File: src/rtl/text_console_pkg.sv
// Shared types and constants for the text console writer: FSM state codes,
// control-code values, default geometry and the glyph type.
package text_console_pkg;

  localparam int DEF_COLS   = 100;
  localparam int DEF_ROWS   = 50;
  localparam int DEF_S_BASE = 1024;
  localparam int ADDR_W     = 13;

  typedef logic [7:0] glyph_t;

  localparam glyph_t CC_BS = 8'h08;
  localparam glyph_t CC_LF = 8'h0A;
  localparam glyph_t CC_FF = 8'h0C;
  localparam glyph_t CC_CR = 8'h0D;

  typedef logic [2:0] state_t;

  localparam state_t ST_IDLE       = 3'd0;
  localparam state_t ST_PUT        = 3'd1;
  localparam state_t ST_CLR_LINE   = 3'd2;
  localparam state_t ST_CLR_SCREEN = 3'd3;
  localparam state_t ST_CURSOR     = 3'd4;

  function automatic logic is_ctrl(input glyph_t b);
    return (b == CC_BS) || (b == CC_LF) || (b == CC_FF) || (b == CC_CR);
  endfunction

endpackage

File: src/rtl/text_console_cursor.sv
// Cursor position keeper: col/row plus row_base (= row*COLS, built by adding COLS per row).
// Commands take effect on the next clk edge; offsets are combinational.
import text_console_pkg::*;

module text_console_cursor #(
  parameter int COLS = DEF_COLS,
  parameter int ROWS = DEF_ROWS,
  parameter int AW   = ADDR_W
) (
  input  logic          clk,
  input  logic          reset_n,
  input  logic          cmd_adv,
  input  logic          cmd_nl,
  input  logic          cmd_cr,
  input  logic          cmd_back,
  input  logic          cmd_home,
  output logic [AW-1:0] offset,
  output logic [AW-1:0] nl_base,
  output logic [AW-1:0] row_base,
  output logic          at_first_col,
  output logic          at_last_col
);

  localparam int CW = $clog2(COLS);
  localparam int RW = $clog2(ROWS);
  localparam logic [CW-1:0] LAST_COL = CW'(COLS - 1);
  localparam logic [RW-1:0] LAST_ROW = RW'(ROWS - 1);

  logic [CW-1:0] col;
  logic [RW-1:0] row;

  assign at_first_col = (col == '0);
  assign at_last_col  = (col == LAST_COL);
  assign offset       = row_base + AW'(col);
  // Base of the row a newline lands on; the bottom row wraps back to the top.
  assign nl_base      = (row == LAST_ROW) ? '0 : row_base + AW'(COLS);

  always_ff @(posedge clk or negedge reset_n) begin
    if (!reset_n) begin
      col      <= '0;
      row      <= '0;
      row_base <= '0;
    end else if (cmd_home) begin
      col      <= '0;
      row      <= '0;
      row_base <= '0;
    end else if (cmd_nl) begin
      col      <= '0;
      row      <= (row == LAST_ROW) ? '0 : row + RW'(1);
      row_base <= nl_base;
    end else if (cmd_cr) begin
      col <= '0;
    end else if (cmd_back) begin
      col <= col - CW'(1);
    end else if (cmd_adv) begin
      col <= col + CW'(1);
    end
  end

endmodule

File: src/rtl/text_console_writer.sv
// Byte-stream to screen-RAM writer; one registered write per cycle, printable byte = 2 cycles.
// in_ready only in IDLE; optional cursor glyph under TEXT_CONSOLE_CURSOR_EN.
import text_console_pkg::*;

module text_console_writer #(
  parameter int     COLS        = DEF_COLS,
  parameter int     ROWS        = DEF_ROWS,
  parameter int     S_BASE      = DEF_S_BASE,
  parameter glyph_t BLANK_GLYPH = 8'h20
`ifdef TEXT_CONSOLE_CURSOR_EN
  , parameter glyph_t CURSOR_GLYPH = 8'h5F
`endif
) (
  input  logic        clk,
  input  logic        reset_n,
  input  logic        in_valid,
  input  logic [7:0]  in_data,
  output logic        in_ready,
  output logic        sig_write,
  output logic [12:0] addr,
  output logic [31:0] value,
  output logic        busy
);

  localparam int AW = ADDR_W;
  localparam logic [AW-1:0] COLS_A  = AW'(COLS);
  localparam logic [AW-1:0] CELLS_A = AW'(ROWS * COLS);
  localparam logic [AW-1:0] BASE_A  = AW'(S_BASE);
`ifdef TEXT_CONSOLE_CURSOR_EN
  localparam state_t ST_DONE = ST_CURSOR;
`else
  localparam state_t ST_DONE = ST_IDLE;
`endif

  state_t        state, state_nxt;
  glyph_t        cur_byte;
  logic [AW-1:0] cnt, cnt_nxt;
  logic          wr_en;
  logic [AW-1:0] wr_ofs;
  glyph_t        wr_glyph;

  logic [AW-1:0] offset, nl_base, row_base;
  logic          at_first_col, at_last_col;
  logic          put_print, cmd_adv, cmd_nl, cmd_cr, cmd_back, cmd_home;

  assign put_print = (state == ST_PUT) && !is_ctrl(cur_byte);
  assign cmd_adv   = put_print && !at_last_col;
  assign cmd_nl    = (put_print && at_last_col) || ((state == ST_PUT) && (cur_byte == CC_LF));
  assign cmd_cr    = (state == ST_PUT) && (cur_byte == CC_CR);
  assign cmd_back  = (state == ST_PUT) && (cur_byte == CC_BS) && !at_first_col;
  assign cmd_home  = (state == ST_CLR_SCREEN) && (cnt == CELLS_A);

  assign in_ready = reset_n && (state == ST_IDLE);
  assign busy     = (state != ST_IDLE);

  text_console_cursor #(.COLS(COLS), .ROWS(ROWS), .AW(AW)) u_cursor (
    .clk          (clk),
    .reset_n      (reset_n),
    .cmd_adv      (cmd_adv),
    .cmd_nl       (cmd_nl),
    .cmd_cr       (cmd_cr),
    .cmd_back     (cmd_back),
    .cmd_home     (cmd_home),
    .offset       (offset),
    .nl_base      (nl_base),
    .row_base     (row_base),
    .at_first_col (at_first_col),
    .at_last_col  (at_last_col)
  );

  // Each write is decided on the edge that enters the state it belongs to,
  // so the strobe is visible during that state's cycle.
  always_comb begin
    state_nxt = state;
    cnt_nxt   = cnt;
    wr_en     = 1'b0;
    wr_ofs    = offset;
    wr_glyph  = BLANK_GLYPH;
    case (state)
      ST_IDLE: begin
        if (in_valid) begin
          state_nxt = ST_PUT;
          if (!is_ctrl(in_data)) begin
            wr_en    = 1'b1;
            wr_glyph = in_data;
`ifdef TEXT_CONSOLE_CURSOR_EN
          end else if ((in_data == CC_CR) || (in_data == CC_LF) ||
                       ((in_data == CC_BS) && !at_first_col)) begin
            wr_en = 1'b1;
`else
          end else if ((in_data == CC_BS) && !at_first_col) begin
            wr_en  = 1'b1;
            wr_ofs = offset - AW'(1);
`endif
          end
        end
      end
      ST_PUT: begin
        if (cur_byte == CC_FF) begin
          wr_en     = 1'b1;
          wr_ofs    = '0;
          cnt_nxt   = AW'(1);
          state_nxt = ST_CLR_SCREEN;
        end else if (cmd_nl) begin
          wr_en     = 1'b1;
          wr_ofs    = nl_base;
          cnt_nxt   = AW'(1);
          state_nxt = ST_CLR_LINE;
        end else begin
          state_nxt = ST_DONE;
`ifdef TEXT_CONSOLE_CURSOR_EN
          wr_en    = 1'b1;
          wr_glyph = CURSOR_GLYPH;
          wr_ofs   = cmd_adv  ? offset + AW'(1) :
                     cmd_cr   ? row_base :
                     cmd_back ? offset - AW'(1) : offset;
`endif
        end
      end
      ST_CLR_LINE: begin
        if (cnt == COLS_A) begin
          state_nxt = ST_DONE;
`ifdef TEXT_CONSOLE_CURSOR_EN
          wr_en    = 1'b1;
          wr_glyph = CURSOR_GLYPH;
          wr_ofs   = row_base;
`endif
        end else begin
          wr_en   = 1'b1;
          wr_ofs  = row_base + cnt;
          cnt_nxt = cnt + AW'(1);
        end
      end
      ST_CLR_SCREEN: begin
        if (cnt == CELLS_A) begin
          state_nxt = ST_DONE;
`ifdef TEXT_CONSOLE_CURSOR_EN
          wr_en    = 1'b1;
          wr_glyph = CURSOR_GLYPH;
          wr_ofs   = '0;
`endif
        end else begin
          wr_en   = 1'b1;
          wr_ofs  = cnt;
          cnt_nxt = cnt + AW'(1);
        end
      end
`ifdef TEXT_CONSOLE_CURSOR_EN
      ST_CURSOR: state_nxt = ST_IDLE;
`endif
      default: state_nxt = ST_IDLE;
    endcase
  end

  always_ff @(posedge clk or negedge reset_n) begin
    if (!reset_n) begin
      state     <= ST_IDLE;
      cur_byte  <= '0;
      cnt       <= '0;
      sig_write <= 1'b0;
      addr      <= '0;
      value     <= '0;
    end else begin
      state     <= state_nxt;
      cnt       <= cnt_nxt;
      sig_write <= wr_en;
      if ((state == ST_IDLE) && in_valid)
        cur_byte <= in_data;
      if (wr_en) begin
        addr  <= BASE_A + wr_ofs;
        value <= {24'h0, wr_glyph};
      end
    end
  end

endmodule

File: config.mk
export PLATFORM = sky130hd
export DESIGN_NAME = text_console_writer
export DESIGN_NICKNAME = d
export VERILOG_FILES = /design/src/rtl/text_console_pkg.sv /design/src/rtl/text_console_cursor.sv /design/src/rtl/text_console_writer.sv
export SDC_FILE = /design/constraint.sdc
export NUM_CORES = 1
export LEC_CHECK = 0
export ABC_AREA = 1
export ABC_CLOCK_PERIOD_IN_PS = 3700
export CAP_MARGIN = 10
export CORE_MARGIN = 2
export CORE_UTILIZATION = 59
export DETAILED_ROUTE_END_ITERATION = 7
export PLACE_DENSITY = 0.92
export SETUP_SLACK_MARGIN = 0.2
export SLEW_MARGIN = 20
export SYNTH_ARGS = -nofsm -noshare
export SYNTH_HDL_FRONTEND = slang
export SYNTH_SLANG_ARGS = --single-unit
File: constraint.sdc
create_clock -name clk -period 3.7 [get_ports clk]
set_input_delay 0.37 -clock clk [delete_from_list [all_inputs] [get_ports clk]]
set_output_delay 0.37 -clock clk [all_outputs]
set_load 0.03 [all_outputs]
==> results of run 1 <==
final timing paths:
path                                            to  slack [ns]  cells past startpoint
min in group clk              value[6]$_DFFE_PN0P_        0.48                      2
hold reg to reg               value[6]$_DFFE_PN0P_        0.48                      2
setup / recovery              addr[12]$_DFFE_PN0P_        0.51                     19
setup reg to reg              addr[12]$_DFFE_PN0P_        0.51                     19
max in group asynchronous  cur_byte[3]$_DFFE_PN0P_        2.89                      2
hold / removal                  cnt[3]$_DFFE_PN0P_        0.23                      2
power groups by stage:
| stage | logic (uW) | clock network, uW | registers, uW |
|---|---|---|---|
| floorplan | 1600 | 0 | 1470 |
| global placement | 2460 | 0 | 1330 |
| detailed placement | 2500 | 0 | 1340 |
| CTS | 2510 | 786 | 1330 |
| global route | 2810 | 814 | 1370 |
| finish | 2550 | 779 | 1340 |
registers in the layout, indices dropped and copies added, names as in the netlist:
signal	flops
u_cursor.col	7
cnt	13
u_cursor.row	6
cur_byte	8
sig_write	1
addr	13
u_cursor.row_base	13
value	8
state	2
timing repair:
action / in CTS / in global routing
setup buffers: 0 / 1
setup endpoints to repair: 0 / 1
gates resized for setup: 0 / 1
kinds of logic (layout without fill, tap and decap cells):
kind of cell | count (synthesis) | count (layout)
compound gates | 142 | 142
other cells | 1 | 24
flops | 71 | 71
xor+xnor | 22 | 22
simple gates | 441 | 441
buf+inv | 150 | 169
fa+ha+maj | 34 | 34
cell type report:
cell class                      count  area, um2
Timing Repair Buffer               40        383
Sequential cell                    71       1780
Clock inverter                      7        120
Fill cell                         852       3220
Clock buffer                        9        124
Tap cell                          133        166
Inverter                          113        424
Multi-Input combinational cell    663       3520
critical path, cell delays in order (launching register included):
cell	delay (ns)
dfrtp_1	0.46
ha_1	0.25
fa_1	0.45
xnor2_2	0.21
inv_1	0.13
nor3_2	0.15
nand2_1	0.08
nor2_2	0.13
nand2_1	0.10
nor2_1	0.17
nand2_1	0.12
nor2_1	0.10
nand3_1	0.07
nand3_1	0.07
nand4_1	0.09
ha_1	0.22
inv_1	0.07
nand3_1	0.08
nand3_1	0.09
nand2_1	0.07
layer usage:
metal | GRT usage, % | wire length [um] | vias to the layer above
met4 | 12.5 | 607 | 0
li1 | - | - | 2874
met1 | 41.7 | 7060 | 2729
met5 | 0 | 0 | -
met3 | 7.46 | 1400 | 56
met2 | 47.7 | 7420 | 261
placed cells by master, fill, tap and decap left out, drive strengths merged, types with 6 or more instances in the layout:
cell type      Yosys  routed
nand2            240     240
inv              113     114
nor2              84      84
nand3             78      78
dfrtp             71      71
o21ai             57      57
a21oi             39      39
clkdlybuf4s50      0      33
ha                31      31
conb               1      24
nor3              17      17
xor2              16      16
nand4             14      14
o22ai             12      12
clkbuf             2       9
o211ai             7       7
buf               35       7
xnor2              6       6
metrics by stage:
step | power [uW] | hold WS, ns
global placement | 3790 | 0.456
CTS | 4620 | 0.276
detailed placement | 3840 | 0.461
finish | 4670 | 0.233
global route | 5000 | 0.321
floorplan | 3070 | 0.0744
==> results.py, run 1 <==
metrics = {
    "routing": {
        "ant_nets": 0,
        "wl_um": 16500,
        "drt-wirelength-per-cell_um": 15.9,
        "viasPerCell": 5.71,
        "drtIter0Drc": 502,
        "first_pass_iters": 5,
        "vias": 5920,
        "drc": 0,
    },
    "synthesis": {
        "async_flop_share_pct": 100,
        "synth_xor_area_share_pct": 3.40,
        "synth-compound-area-share_pct": 14.1,
        "synthesis.area_um2": 5890,
        "ys.flop_type": "dfrtp_1",
        "synth_mux_area_share_pct": 0,
        "synth.distinct_cells": 50,
        "syn-instance-count": 861,
        "ys_ff_latch": 71,
        "synth_edf_count": 0,
        "synth_fa_ha_area_share_pct": 7.61,
        "synth_commonest_cells": "nand2_1, inv_1, nor2_1, nand3_1, dfrtp_1",
        "synthMostInstantiatedCell": "nand2_1",
        "synth_top_family_by_area": "simple AND/OR/NAND/NOR gates",
        "syn_avg_cell_area_um2": 6.84,
        "yosys_warnings": 0,
        "synth-simple-area-share_pct": 33.0,
        "yosys.area.top_type_share_pct": 30.2,
        "netlist_top_cells_area": "dfrtp_1, nand2_1, inv_1",
        "synth_area_leader_cell": "dfrtp_1",
        "yosysSeqAreaShare_pct": 30.2,
    },
    "timing": {
        "max_freq_mhz": 314,
        "fin_skew_ns": 0.00923,
        "finalCriticalPeriod_ns": 3.19,
        "drv_slew": 0,
        "tightest_slew_ns": 0.913,
        "slew_headroom_pct": 39.1,
        "rsz0062_at_grt": "false",
        "hold_violations": 0,
        "timing.final.ws_setup_ns": 0.511,
        "setup_viol": 0,
        "fin_crit_sh_pct": 86.2,
        "fin_setup_tns_ns": 0,
    },
    "pwr": {
        "p_leak_uw": 0.00330,
        "p_comb_share_pct": 54.7,
        "power_frac_seq_pct": 28.7,
        "clockPowerShare_pct": 16.7,
        "p_switching_uw": 2310,
        "switching_share_pct": 49.4,
        "power.internal_uw": 2370,
        "ir_drop_mv": 0.407,
        "power_density_nw_per_um2": 717,
    },
    "final_layout": {
        "stdcell_count": 1036,
        "final_area_um2": 6510,
        "nets": 943,
        "utilization_pct": 66.9,
        "syn_to_final_growth_pct": 10.6,
        "drive_gt1_share_pct": 5.98,
        "diodes": 0,
    },
    "placement": {
        "dpl_cell_area_um2": 6250,
        "io_buffers": 34,
        "pre_cts_ws_ns": 0.473,
        "numPlacedInstances": 1019,
        "routabilityCongestion": 1.02,
        "hpwl_um": 12600,
    },
    "clock_tree": {
        "cts.sinks": 71,
        "clk_pin_slew_ns": 0.08,
        "cts_tree": "yes",
        "cts_buffers": 9,
        "cts_buffer_depth": 2,
        "cts_hold_buffers": 0,
        "clockRootBuffer": "clkbuf_8",
        "htreeDepth": 3,
        "clk_latency_ns": 0.36,
    },
    "die": {
        "die-area_um2": 10800,
        "die_w_um": 104,
        "io-pin-count": 59,
        "core_area_um2": 9730,
        "start_util_pct": 60.5,
        "num_rows": 36,
        "fp.dieH_um": 104,
    },
    "worst_setup_path": {
        "cp-start-kind": "flop",
        "cp.required_ns": 3.95,
        "reg2reg_from": "u_cursor.col[0]$_DFFE_PN0P_",
        "worstSetupPathType": "flop to flop",
        "end_kind": "flop",
        "startpoint": "u_cursor.col[0]$_DFFE_PN0P_",
        "arrival_ns": 3.44,
        "crit_fanout": 6,
    },
    "flow_run": {
        "cap_violations": 0,
    },
    "grt": {
        "grt_max_degree": 72,
        "grt_pass1_vias": 5450,
        "grt_overflow": 0,
        "grt_pass1_wl_um": 26700,
        "grt_usage_pct": 30.9,
        "antenna_found_initial": 1,
    },
    "hold_path": {
        "hp-class": "input pin to asynchronous set/reset pin",
    },
    "run_status": {
        "status": "completed",
    },
}
Power figures use the tool's default switching activity.
==> run 2, diff against run 1 <==
RECOVER_POWER = 25   (was default)
==> results.py, run 2 (synthesized netlist as in run 1, its figures left out) <==
metrics = {
    "final_layout": {
        "utilization_pct": 66.9,
        "mostFrequentLayoutCells": "nand2_1, inv_1, nor2_1",
        "reg.largest.list": "addr: 13 flops, cnt: 13 flops, u_cursor.row_base: 13 flops",
        "drive_gt1_share_pct": 5.98,
        "final_common_cell": "nand2_1",
        "syn_to_final_growth_pct": 10.6,
        "final_area_um2": 6510,
        "nets": 943,
        "diodes": 0,
        "fill_cells": 853,
    },
    "timing": {
        "setup_viol": 0,
        "hold_violations": 0,
        "rsz0062_at_grt": "false",
        "fin_setup_tns_ns": 0,
        "fin_crit_sh_pct": 86.2,
        "finalCriticalPeriod_ns": 3.19,
        "fin_skew_ns": 0.00927,
        "max_freq_mhz": 314,
        "slew_headroom_pct": -18.7,
        "drv_slew": 72,
        "tightest_slew_ns": 1.78,
    },
    "die": {
        "io-pin-count": 59,
        "fp.dieH_um": 104,
        "num_rows": 36,
        "die_w_um": 104,
        "core_area_um2": 9730,
        "start_util_pct": 60.5,
        "die-area_um2": 10800,
    },
    "routing": {
        "viasPerCell": 5.71,
        "ant_nets": 0,
        "wl_um": 16500,
        "dr_wl_met2_um": 7460,
        "wl_met3_um": 1420,
        "drtIter0Drc": 502,
        "vias": 5920,
        "first_pass_iters": 7,
        "drc": 0,
        "m1WireLength_um": 7020,
        "drt-wirelength-per-cell_um": 15.9,
        "highest_layer": "met4",
    },
    "worst_setup_path": {
        "arrival_ns": 3.44,
        "path_cells": "ha_1 -> fa_1 -> xnor2_2 -> inv_1 -> nor3_2 -> nand2_1 -> nor2_2 -> nand2_1 -> nor2_1 -> nand2_1 -> nor2_1 -> nand3_1 -> nand3_1 -> nand4_1 -> ha_1 -> inv_1 -> nand3_1 -> nand3_1 -> nand2_1",
        "worstSetupPathType": "flop to flop",
        "cpLargestDelayFamily": "simple AND/OR/NAND/NOR gates",
        "slowest_stage": "dfrtp_1",
        "cp.required_ns": 3.95,
        "cp-start-kind": "flop",
        "r2r_end": "addr[12]$_DFFE_PN0P_",
        "rr_worst_depth": 19,
        "critPathBufInv": 2,
        "slowest_delay_ns": 0.46,
        "reg2reg_from": "u_cursor.col[0]$_DFFE_PN0P_",
        "crit_fanout": 6,
        "reg2reg_setup_slack_ns": 0.51,
        "end_kind": "flop",
    },
    "clock_tree": {
        "clk_pin_slew_ns": 0.08,
        "clk_latency_ns": 0.36,
        "cts_buffers": 9,
        "cts_buffer_depth": 2,
        "cts.sinks": 71,
        "cts_hold_buffers": 0,
        "htreeDepth": 3,
        "clockRootBuffer": "clkbuf_8",
        "cts_tree": "yes",
    },
    "pwr": {
        "power_density_nw_per_um2": 718,
        "ir_drop_mv": 0.407,
        "p_leak_uw": 0.00329,
    },
    "placement": {
        "io_buffers": 34,
        "routabilityCongestion": 1.02,
        "dpl_cell_area_um2": 6250,
        "hpwl_um": 12600,
    },
    "grt": {
        "grt_pass1_vias": 5450,
        "grt_max_degree": 72,
        "antenna_found_initial": 1,
        "grt_usage_pct": 30.9,
        "grt_pass1_wl_um": 26700,
        "grt_overflow": 0,
    },
    "hold_path": {
        "worstHoldStart": "value[6]$_DFFE_PN0P_",
        "min_to": "value[6]$_DFFE_PN0P_",
        "hold_path_depth": 2,
        "hp-class": "flop to flop",
    },
    "flow_run": {
        "cap_violations": 1,
    },
    "run_status": {
        "violations": "max-capacitance violations, max-slew violations",
        "status": "finished, violations left",
    },
}
run 2: power by group:
group / total (uW) / internal [uW] / switching [uW]
logic: 2560 / 875 / 1680
registers: 1340 / 1040 / 298
clock network: 781 / 450 / 331
total: 4680 / 2370 / 2310
run 2: metrics by stage:
stage                     power [uW]  cells  hold WS (ns)  setup WS [ns]
after global routing            5000   1036         0.503          0.208
after global placement          3790   1019         0.456          0.635
after floorplan                 3070    884        0.0744          0.883
after detailed placement        3840   1019         0.461          0.473
final                           4680   1036         0.476          0.511
after CTS                       4620   1035         0.276          0.456
run 2: worst max path at each step:
stage                                      from                   end  cells after the start
finish              u_cursor.col[0]$_DFFE_PN0P_  addr[12]$_DFFE_PN0P_                     19
global route        u_cursor.col[0]$_DFFE_PN0P_  addr[12]$_DFFE_PN0P_                     19
CTS                 u_cursor.col[0]$_DFFE_PN0P_  addr[12]$_DFFE_PN0P_                     19
detailed placement  u_cursor.col[0]$_DFFE_PN0P_  addr[12]$_DFFE_PN0P_                     19
global placement    u_cursor.col[0]$_DFFE_PN0P_  addr[12]$_DFFE_PN0P_                     19
floorplan           u_cursor.col[0]$_DFFE_PN0P_  addr[12]$_DFFE_PN0P_                     19
run 2: area by class of cell:
type                    count  area [um2]  share of cell area [%]
inverters                 113         424                    6.51
repair buffers             40         380                    5.84
clock buffers               9         124                    1.90
flip-flops and latches     71        1780                    27.3
multi-input cells         663        3520                    54.1
well taps                 133         166                    2.56
clock inverters             7         120                    1.84
run 2: what timing repair did:
| item | CTS | global route |
|---|---|---|
| gates resized for setup | 0 | 1 |
| hold endpoints to repair | 0 | 0 |
| endpoints found under the setup margin | 0 | 1 |
| buffers inserted | 0 | 1 |
run 2: layer usage:
layer  vias to the layer above  global-route usage (%)
met3                        54                    7.46
met2                       262                    47.7
met1                      2734                    41.7
met4                         0                    12.5
met5                         -                       0
li1                       2870                       -
run 2: worst reg2reg max path: stages, from the launching register on:
cell and delay, ns:
dfrtp_1 0.46, ha_1 0.25, fa_1 0.45, xnor2_2 0.21
inv_1 0.12, nor3_2 0.15, nand2_1 0.08, nor2_2 0.13
nand2_1 0.10, nor2_1 0.18, nand2_1 0.12, nor2_1 0.10
nand3_1 0.07, nand3_1 0.07, nand4_1 0.09, ha_1 0.22
inv_1 0.07, nand3_1 0.08, nand3_1 0.09, nand2_1 0.07
